[src/rtl/arbitro_rr_if.sv]
// arbitro_rr_if: request/grant bundle between N bus masters and the arbiter.
//   req       : one bit per requester, high while it wants or keeps the bus
//   grant     : one-hot owner (all-zero when idle), drives the bus mux select
//   grant_num : binary index of the owner, 0 when idle
//   available : high when no grant is active
// Modports: master drives req, slave (the arbiter) drives the grant side.
interface arbitro_rr_if #(
  parameter int unsigned N = 4
) ();
  localparam int unsigned W = $clog2(N);

  logic [N-1:0] req;
  logic [N-1:0] grant;
  logic [W-1:0] grant_num;
  logic         available;

  modport master (
    output req,
    input  grant,
    input  grant_num,
    input  available
  );

  modport slave (
    input  req,
    output grant,
    output grant_num,
    output available
  );
endinterface

[src/rtl/arbitro_rr.sv]
// arbitro_rr: registered N-way bus arbiter with fixed-priority or round-robin
// policy and an optional hold limit that forces handover under contention.
// Parameters:
//   N        : number of requesters (2..16)
//   MODE     : 0 = fixed priority (lowest index), 1 = round-robin
//   MAX_HOLD : max cycles an owner keeps the bus while others wait, 0 = no limit
// Ports:
//   clk   : rising-edge clock
//   rst_n : asynchronous active-low reset
//   bus   : arbitro_rr_if slave side (req in; grant, grant_num, available out)
module arbitro_rr #(
  parameter int unsigned N        = 4,
  parameter int unsigned MODE     = 1,
  parameter int unsigned MAX_HOLD = 0
) (
  input  logic         clk,
  input  logic         rst_n,
  arbitro_rr_if.slave  bus
);

  localparam int unsigned W  = $clog2(N);
  localparam int unsigned CW = 8;
  // Counter value at which a contended owner must hand over.
  localparam logic [CW-1:0] HOLD_LAST = (MAX_HOLD == 0) ? CW'(0) : CW'(MAX_HOLD - 1);

  typedef enum logic {
    IDLE = 1'b0,
    BUSY = 1'b1
  } state_t;

  state_t          state;
  state_t          state_d;
  logic [W-1:0]    ptr;
  logic [W-1:0]    ptr_d;
  logic [CW-1:0]   hold_cnt;
  logic [CW-1:0]   hold_cnt_d;
  logic [N-1:0]    grant_d;
  logic [W-1:0]    grant_num_d;
  logic            available_d;

  logic            new_grant;
  logic [W-1:0]    win;
  logic [N-1:0]    others;
  logic            owner_req;
  logic            hold_expired;
  logic [W:0]      sel_rel;
  logic [W:0]      sel_pre;

  // Winner search: returns {found, index}. MODE 0 scans from 0, MODE 1 from start.
  function automatic logic [W:0] pick(input logic [N-1:0] cand, input logic [W-1:0] start);
    logic         found;
    logic [W-1:0] idx;
    int unsigned  pos;
    found = 1'b0;
    idx   = '0;
    for (int unsigned k = 0; k < N; k++) begin
      pos = (MODE == 0) ? k : ((32'(start) + k) % N);
      if (!found && cand[W'(pos)]) begin
        found = 1'b1;
        idx   = W'(pos);
      end
    end
    return {found, idx};
  endfunction

  // State, pointer, counter and registered outputs.
  always_ff @(posedge clk or negedge rst_n) begin
    if (!rst_n) begin
      state         <= IDLE;
      ptr           <= '0;
      hold_cnt      <= '0;
      bus.grant     <= '0;
      bus.grant_num <= '0;
      bus.available <= 1'b1;
    end else begin
      state         <= state_d;
      ptr           <= ptr_d;
      hold_cnt      <= hold_cnt_d;
      bus.grant     <= grant_d;
      bus.grant_num <= grant_num_d;
      bus.available <= available_d;
    end
  end

  // Next-state: decide whether a new grant happens and who wins it.
  // The registered one-hot grant doubles as the owner mask. While BUSY, ptr
  // already holds owner+1, so the preempt search starts just past the owner.
  always_comb begin
    state_d      = state;
    new_grant    = 1'b0;
    win          = '0;
    others       = bus.req & ~bus.grant;
    owner_req    = |(bus.req & bus.grant);
    hold_expired = (MAX_HOLD != 0) && (hold_cnt == HOLD_LAST);
    sel_rel      = pick(bus.req, ptr);
    sel_pre      = pick(others, ptr);
    case (state)
      IDLE: begin
        if (sel_rel[W]) begin
          state_d   = BUSY;
          new_grant = 1'b1;
          win       = sel_rel[W-1:0];
        end
      end
      BUSY: begin
        if (!owner_req) begin
          // Release: hand over on the same edge, or go idle.
          if (sel_rel[W]) begin
            new_grant = 1'b1;
            win       = sel_rel[W-1:0];
          end else begin
            state_d = IDLE;
          end
        end else if (hold_expired && sel_pre[W]) begin
          new_grant = 1'b1;
          win       = sel_pre[W-1:0];
        end
      end
      default: state_d = IDLE;
    endcase
  end

  // Output/datapath: next values of the registered outputs, pointer and counter.
  always_comb begin
    grant_d     = bus.grant;
    grant_num_d = bus.grant_num;
    available_d = bus.available;
    ptr_d       = ptr;
    hold_cnt_d  = hold_cnt;
    if (state_d == IDLE) begin
      grant_d     = '0;
      grant_num_d = '0;
      available_d = 1'b1;
      hold_cnt_d  = '0;
    end else if (new_grant) begin
      grant_d     = N'(1) << win;
      grant_num_d = win;
      available_d = 1'b0;
      hold_cnt_d  = '0;
      ptr_d       = (win == W'(N - 1)) ? '0 : win + W'(1);
    end else if (hold_cnt < HOLD_LAST) begin
      // Same owner kept: count tenure, saturating at the handover point.
      hold_cnt_d = hold_cnt + CW'(1);
    end
  end

endmodule

[src/flat_wrapper.sv]
// flat-port wrapper written by rule: the top's interface ports become plain ports
module arbitro_rr_flat 
#(
  parameter int unsigned N        = 4,
  parameter int unsigned MODE     = 1,
  parameter int unsigned MAX_HOLD = 0
)
  (clk, rst_n, bus_req, bus_grant, bus_grant_num, bus_available);
  arbitro_rr_if #(.N(N)) bus_i ();
  input  logic clk;
  input  logic rst_n;
  input wire logic [$bits(bus_i.req)-1:0] bus_req;
  output wire logic [$bits(bus_i.grant)-1:0] bus_grant;
  output wire logic [$bits(bus_i.grant_num)-1:0] bus_grant_num;
  output wire logic [$bits(bus_i.available)-1:0] bus_available;
  assign bus_i.req = bus_req;
  assign bus_grant = bus_i.grant;
  assign bus_grant_num = bus_i.grant_num;
  assign bus_available = bus_i.available;
  arbitro_rr #(.N(N), .MODE(MODE), .MAX_HOLD(MAX_HOLD)) u_core (.clk(clk), .rst_n(rst_n), .bus(bus_i));
endmodule
[config.mk]
export PLATFORM = sky130hd
export DESIGN_NAME = arbitro_rr_flat
export DESIGN_NICKNAME = d
export VERILOG_FILES = /design/src/rtl/arbitro_rr_if.sv /design/src/rtl/arbitro_rr.sv /design/src/flat_wrapper.sv
export SDC_FILE = /design/constraint.sdc
export NUM_CORES = 1
export LEC_CHECK = 0
export ABC_AREA = 1
export ABC_CLOCK_PERIOD_IN_PS = 5220
export CORE_UTILIZATION = 45
export DETAILED_ROUTE_END_ITERATION = 6
export HOLD_SLACK_MARGIN = 0.03
export PLACE_DENSITY = 0.7
export SLEW_MARGIN = 20
export SYNTH_ARGS = -nofsm -noshare
export SYNTH_HDL_FRONTEND = slang
export SYNTH_SLANG_ARGS = --single-unit
[constraint.sdc]
create_clock -name clk -period 5.22 [get_ports clk]
set_clock_uncertainty 0.1 [all_clocks]
set_input_delay 1.044 -clock clk [delete_from_list [all_inputs] [get_ports clk]]
set_output_delay 1.044 -clock clk [all_outputs]
set_load 0.01 [all_outputs]
---- Yosys cells after proc, flatten, opt, wreduce, memory -nomap -nowiden ----
Cells that the tools add are included.
word-level totals
  flip-flop bits (word level) ............. 10
  bits in latches ......................... 0
  RAM bits ................................ 0
  memory bits (read-only) ................. 0
  bits of input ports ..................... 6
  output and inout bits ................... 7
  logic and storage cells ................. 57
  memories ................................ 0
operators by class
  add/subtract/negate cells ............... 4
  $mul .................................... 0
  div/mod/pow operators ................... 0
  magnitude comparators ................... 4
  eq/ne operators ......................... 2
  shifts and indexed selects .............. 1
  multiplexer cells ....................... 31
  bitwise logic cells ..................... 2
  reduce and logical (&&, ||, !) cells .... 8
operators by type and width
  kind                                                                           count
  2-bit 2-to-1 mux                                                               9
  1-bit 2-to-1 mux                                                               13
  2-bit by 3-bit less-than comparator with 1-bit output (second input constant)  4
  1-bit binary-select mux with 2-bit select                                      4
  4-bit 2-to-1 mux                                                               2
  2-bit by 1-bit adder with 2-bit output (second input constant)                 2
  2-bit adder (second input constant)                                            2
  4-bit bitwise AND                                                              1
  1-bit one-hot mux with 2 select lines                                          2
  2-bit one-hot mux with 2 select lines                                          1
  4-bit OR reduction                                                             1
  1-bit by 2-bit << shifter with 4-bit output (first input constant)             1
  1-bit logical AND                                                              3
  1-bit logical NOT                                                              3
  2-bit equality test (second input constant)                                    1
  2-bit inequality test (second input constant)                                  1
  2-bit AND reduction                                                            1
  1-bit NOT                                                                      1

---- Logic depth before layout (Yosys ltp) ----
  word-level depth ........................ 18
  mapped depth ............................ 14
  mapped depth without buffers ............ 13

---- Least setup slack after synthesis ----
No wires, ideal clock.
  path type ............................... input -> register
  from .................................... input port bus_req[0]
  to ...................................... register u_core.ptr[1]
  setup time .............................. 0.119 ns
  arrival ................................. 2.125 ns
  required time ........................... 5.001 ns
  path slack .............................. 2.876 ns
  stages on the path ...................... 10
  path buffers ............................ 0
  cell sequence ........................... inv_1 o21ai_0 nor2_1 nor2_4 a21oi_1 nand2_1 inv_1 ha_1 nand2_1 o21ai_2
on the way
  longest elaborated chain between the ends .. 17
  elaborated cells on any way between the ends .. 36
  those cells by class .................... add/sub (1); eq/ne (1); mux (25); bitwise (1); reduce/logical (8)
ends and longest elaborated chain
  element                                                                               line                                 text
  from (decl)                                                                           flat_wrapper.sv:12                   input wire logic [$bits(bus_i.req)-1:0] bus_req;
  1-bit binary-select mux with 2-bit select                                             arbitro_rr.sv:58                     if (!found && cand[W'(pos)]) begin
  1-bit 2-to-1 mux (not written as such)                                                arbitro_rr.sv:58
  1-bit 2-to-1 mux                                                                      arbitro_rr.sv:58
  1-bit logical NOT                                                                     arbitro_rr.sv:58
  1-bit logical AND                                                                     arbitro_rr.sv:58
  1-bit 2-to-1 mux                                                                      arbitro_rr.sv:58
  1-bit logical NOT                                                                     arbitro_rr.sv:58
  1-bit logical AND                                                                     arbitro_rr.sv:58
  1-bit 2-to-1 mux                                                                      arbitro_rr.sv:58
  1-bit logical NOT                                                                     arbitro_rr.sv:58
  1-bit logical AND                                                                     arbitro_rr.sv:58
  2-bit 2-to-1 mux / 1-bit 2-to-1 mux (equally long branches)                           arbitro_rr.sv:58
  2-bit 2-to-1 mux                                                                      arbitro_rr.sv:99, arbitro_rr.sv:108
  2-bit 2-to-1 mux                                                                      arbitro_rr.sv:106                    if (!owner_req) begin
  2-bit one-hot mux with 2 select lines                                                 arbitro_rr.sv:97                     case (state)
  2-bit by 1-bit adder with 2-bit output / 2-bit equality test (equally long branches)  arbitro_rr.sv:140                    ptr_d = (win == W'(N - 1)) ? '0 : win + W'(1);
  2-bit 2-to-1 mux                                                                      arbitro_rr.sv:140
  to (signal assigned)                                                                  arbitro_rr.sv:77                     ptr <= ptr_d;
  to (decl)                                                                             arbitro_rr.sv:33                     logic [W-1:0] ptr;
Parallel ways exist; a longest one is shown, timed or not. The select of a mux whose other input is x is not followed.
A chain may end at the register's enable or synchronous reset.

---- Worst setup path after layout ----
Same ends and word-level chain as after synthesis.

==> impl_metrics.env <==
export IMPL_status="finished clean"
export IMPL_design_core_area_um2=1540
export IMPL_grt_start_max_net_pins=11
export IMPL_required_ps=5280
export IMPL_min_from="u_core.bus.available$_DFFE_PN1P_"
export IMPL_worst_path_buf_inv=3
export IMPL_grt_use_total_pct=17.3
export IMPL_hpwlAfterDp_mm=1.08
export IMPL_grt_pass1_vias=571
export IMPL_die_h_um=43.2
export IMPL_ir_drop_v=0.000398
export IMPL_syn_inst=96
export IMPL_hold_viol_final=0
export IMPL_synth_nets=106
export IMPL_holdBufCountCts=0
export IMPL_cts_buffers=3
export IMPL_final_setup_tns_ps=0
export IMPL_area_growth_syn_to_layout_pct=21.7
export IMPL_busiest_layer="met2"
export IMPL_io_pins=13
export IMPL_setup_viol=0
export IMPL_clockBufferDepth=2
export IMPL_syn_area_per_cell_um2=7.94
export IMPL_mostFrequentLayoutCells="33 x nand2_1, 13 x inv_1, 12 x nand2_2, 12 x clkdlybuf4s50_1, 9 x dfrtp_1"
export IMPL_n_antenna_cell=0
export IMPL_dieWidth_um=43.2
export IMPL_syn_area_um2=762
export IMPL_ys_seq_area_share_pct=33.0
export IMPL_finalWirelength_mm=1.37
export IMPL_start_kind="input port"
export IMPL_initialDrtViolationCount=14
export IMPL_num_rows=14
export IMPL_initial_core_util_pct=49.4
export IMPL_reg2reg_from="u_core.ptr[0]$_DFFE_PN0P_"
export IMPL_worstPathMaxFanout=9
export IMPL_total_leakage_power_nw=0.504
export IMPL_finalMaxSlewViolations=0
export IMPL_antenna_left=0
export IMPL_crit_type="in2reg"
export IMPL_grt_ovfl_total=0
export IMPL_min_delay_path_class="reg2reg"
export IMPL_rsz0062_at_grt="no"
export IMPL_grt_pass1_wl_mm=2.36
export IMPL_via_count=627
export IMPL_io_buffers=12
export IMPL_cts_resized=0
export IMPL_synth_cell_types=20
export IMPL_critical_path_slowest_cell="clkdlybuf4s50_1"
export IMPL_fin_crit_sh_pct=52.7
export IMPL_globalplace_congestion=0.799
export IMPL_use_met2_pct=25.7
export IMPL_slowest_delay_ps=490
export IMPL_max_slew_margin_pct=70.4
export IMPL_ys_seq_elements=10
export IMPL_grt_use_met3_pct=6.38
export IMPL_place_ws_ps=2200
export IMPL_cts_setup_buffers=0
export IMPL_fillerInstances=143
export IMPL_antenna_found_initial=0
export IMPL_use_met1_pct=22.5
export IMPL_cts_root_buf="clkbuf_4"
export IMPL_viasPerCell=4.94
export IMPL_clock_sinks=10
export IMPL_worst_slack_ps=2470
export IMPL_powerDensity_nw_per_um2=667
export IMPL_firstDrtPassIters=4
export IMPL_crit_path_start="bus_req[0]"
export IMPL_crit_arrival_ps=2810
export IMPL_timing_fmax_mhz=364
export IMPL_path_delay_family="buffers and inverters"
export IMPL_finalNetCount=122
export IMPL_h_tree_depth=1
export IMPL_min_period_ps=2750
export IMPL_tightestPinTransition_ps=442
export IMPL_yosys_warnings=0
export IMPL_final_common_cell="nand2_1"
export IMPL_maxCapViolations=0
export IMPL_avgRoutedWirePerCell_um=10.8
export IMPL_design_die_area_um2=1860
export IMPL_clk_latency_ps=270
export IMPL_cts_tree="yes"
export IMPL_drive_above_1_share_pct=25.2
export IMPL_end_kind="flop"
export IMPL_crit_path_cell_trace="clkdlybuf4s50_1 > inv_1 > o21ai_0 > nor2_1 > nor2_4 > a21oi_1 > nand2_1 > inv_1 > ha_1 > nand2_1 > o21ai_2"
export IMPL_drc=0
export IMPL_cts_clk_slew_worst_paths_ps=60
cell families (layout without fill, tap and decap cells):
group	after synthesis	in the layout	synth area share, %
simple gates	60	60	46.0
buf+inv	15	30	9.36
flops	10	10	33.0
compound gates	7	7	5.09
fa+ha+maj	4	4	6.57
registers in the layout, indices dropped and copies added (netlist names):
| name | flops |
|---|---|
| u_core.bus.grant | 4 |
| u_core.state | 1 |
| u_core.bus.available | 1 |
| u_core.bus.grant_num | 2 |
| u_core.ptr | 2 |
worst paths after layout:
kind	to	slack [ps]	depth (start not counted)
setup / recovery	u_core.ptr[1]$_DFFE_PN0P_	2470	11
setup reg to reg	u_core.ptr[1]$_DFFE_PN0P_	3200	11
hold reg to reg	u_core.bus.available$_DFFE_PN1P_	370	2
max in group asynchronous	u_core.bus.available$_DFFE_PN1P_	3700	1
min in group asynchronous	u_core.state$_DFF_PN0_	980	1
hold / removal	u_core.bus.available$_DFFE_PN1P_	370	2
final cells by class:
type / instances / area, um^2 / area share (%)
multi-input combinational: 71 / 439 / 47.4
timing repair buffer: 12 / 120 / 13.0
tap: 16 / 20.0 / 2.16
sequential: 10 / 251 / 27.1
clock buffer: 4 / 36.3 / 3.91
inverter: 14 / 60.1 / 6.48
Yosys cell counts:
| master | n | area [um^2] |
|---|---|---|
| nand3_4 | 1 | 17.5 |
| dfstp_2 | 1 | 26.3 |
| nor2_8 | 1 | 20.0 |
| a21oi_1 | 1 | 5.00 |
| inv_1 | 13 | 48.8 |
| o21ai_1 | 2 | 10.0 |
| nor2_4 | 2 | 22.5 |
| ha_1 | 4 | 50.1 |
| dfrtp_1 | 9 | 225 |
| nand2_1 | 33 | 124 |
| inv_8 | 1 | 11.3 |
| nand2_4 | 2 | 22.5 |
| nand3_2 | 2 | 20.0 |
| nor2_1 | 1 | 3.75 |
| o21ai_0 | 3 | 15.0 |
| nand3_1 | 5 | 25.0 |
| nand3b_4 | 1 | 20.0 |
| o21ai_2 | 1 | 8.76 |
| buf_6 | 1 | 11.3 |
| nand2_2 | 12 | 75.1 |
power breakdown:
part / total [mW] / switching (mW) / internal, mW / leakage (nW)
sequential: 0.143 / 0.0297 / 0.113 / 0.120
clock: 0.0701 / 0.0277 / 0.0424 / 0.0210
combinational: 0.405 / 0.242 / 0.163 / 0.363
total: 0.618 / 0.299 / 0.319 / 0.504
worst min-delay path, delay by kind of cell (launching register included):
family           cells  cell delay [ps]
flip-flops           1              370
AND/OR/NAND/NOR      2              100
per-stage QoR:
step	cell area, um^2	hold WS [ps]	power (mW)	std cells	util [%]
floorplan	762	372	0.456	96	-
global placement	891	356	0.543	123	57.8
detailed placement	891	362	0.550	123	57.8
CTS	927	373	0.626	127	60.1
global route	927	391	0.678	127	60.1
finish	927	370	0.618	127	60.1
routing by layer:
metal / share of wire (%) / vias up
met5: 0 / -
met4: 2.0 / 0
met3: 4.9 / 4
met2: 46 / 12
met1: 47 / 285
li1: - / 326
No activity file was read; power rests on OpenSTA's default activity.
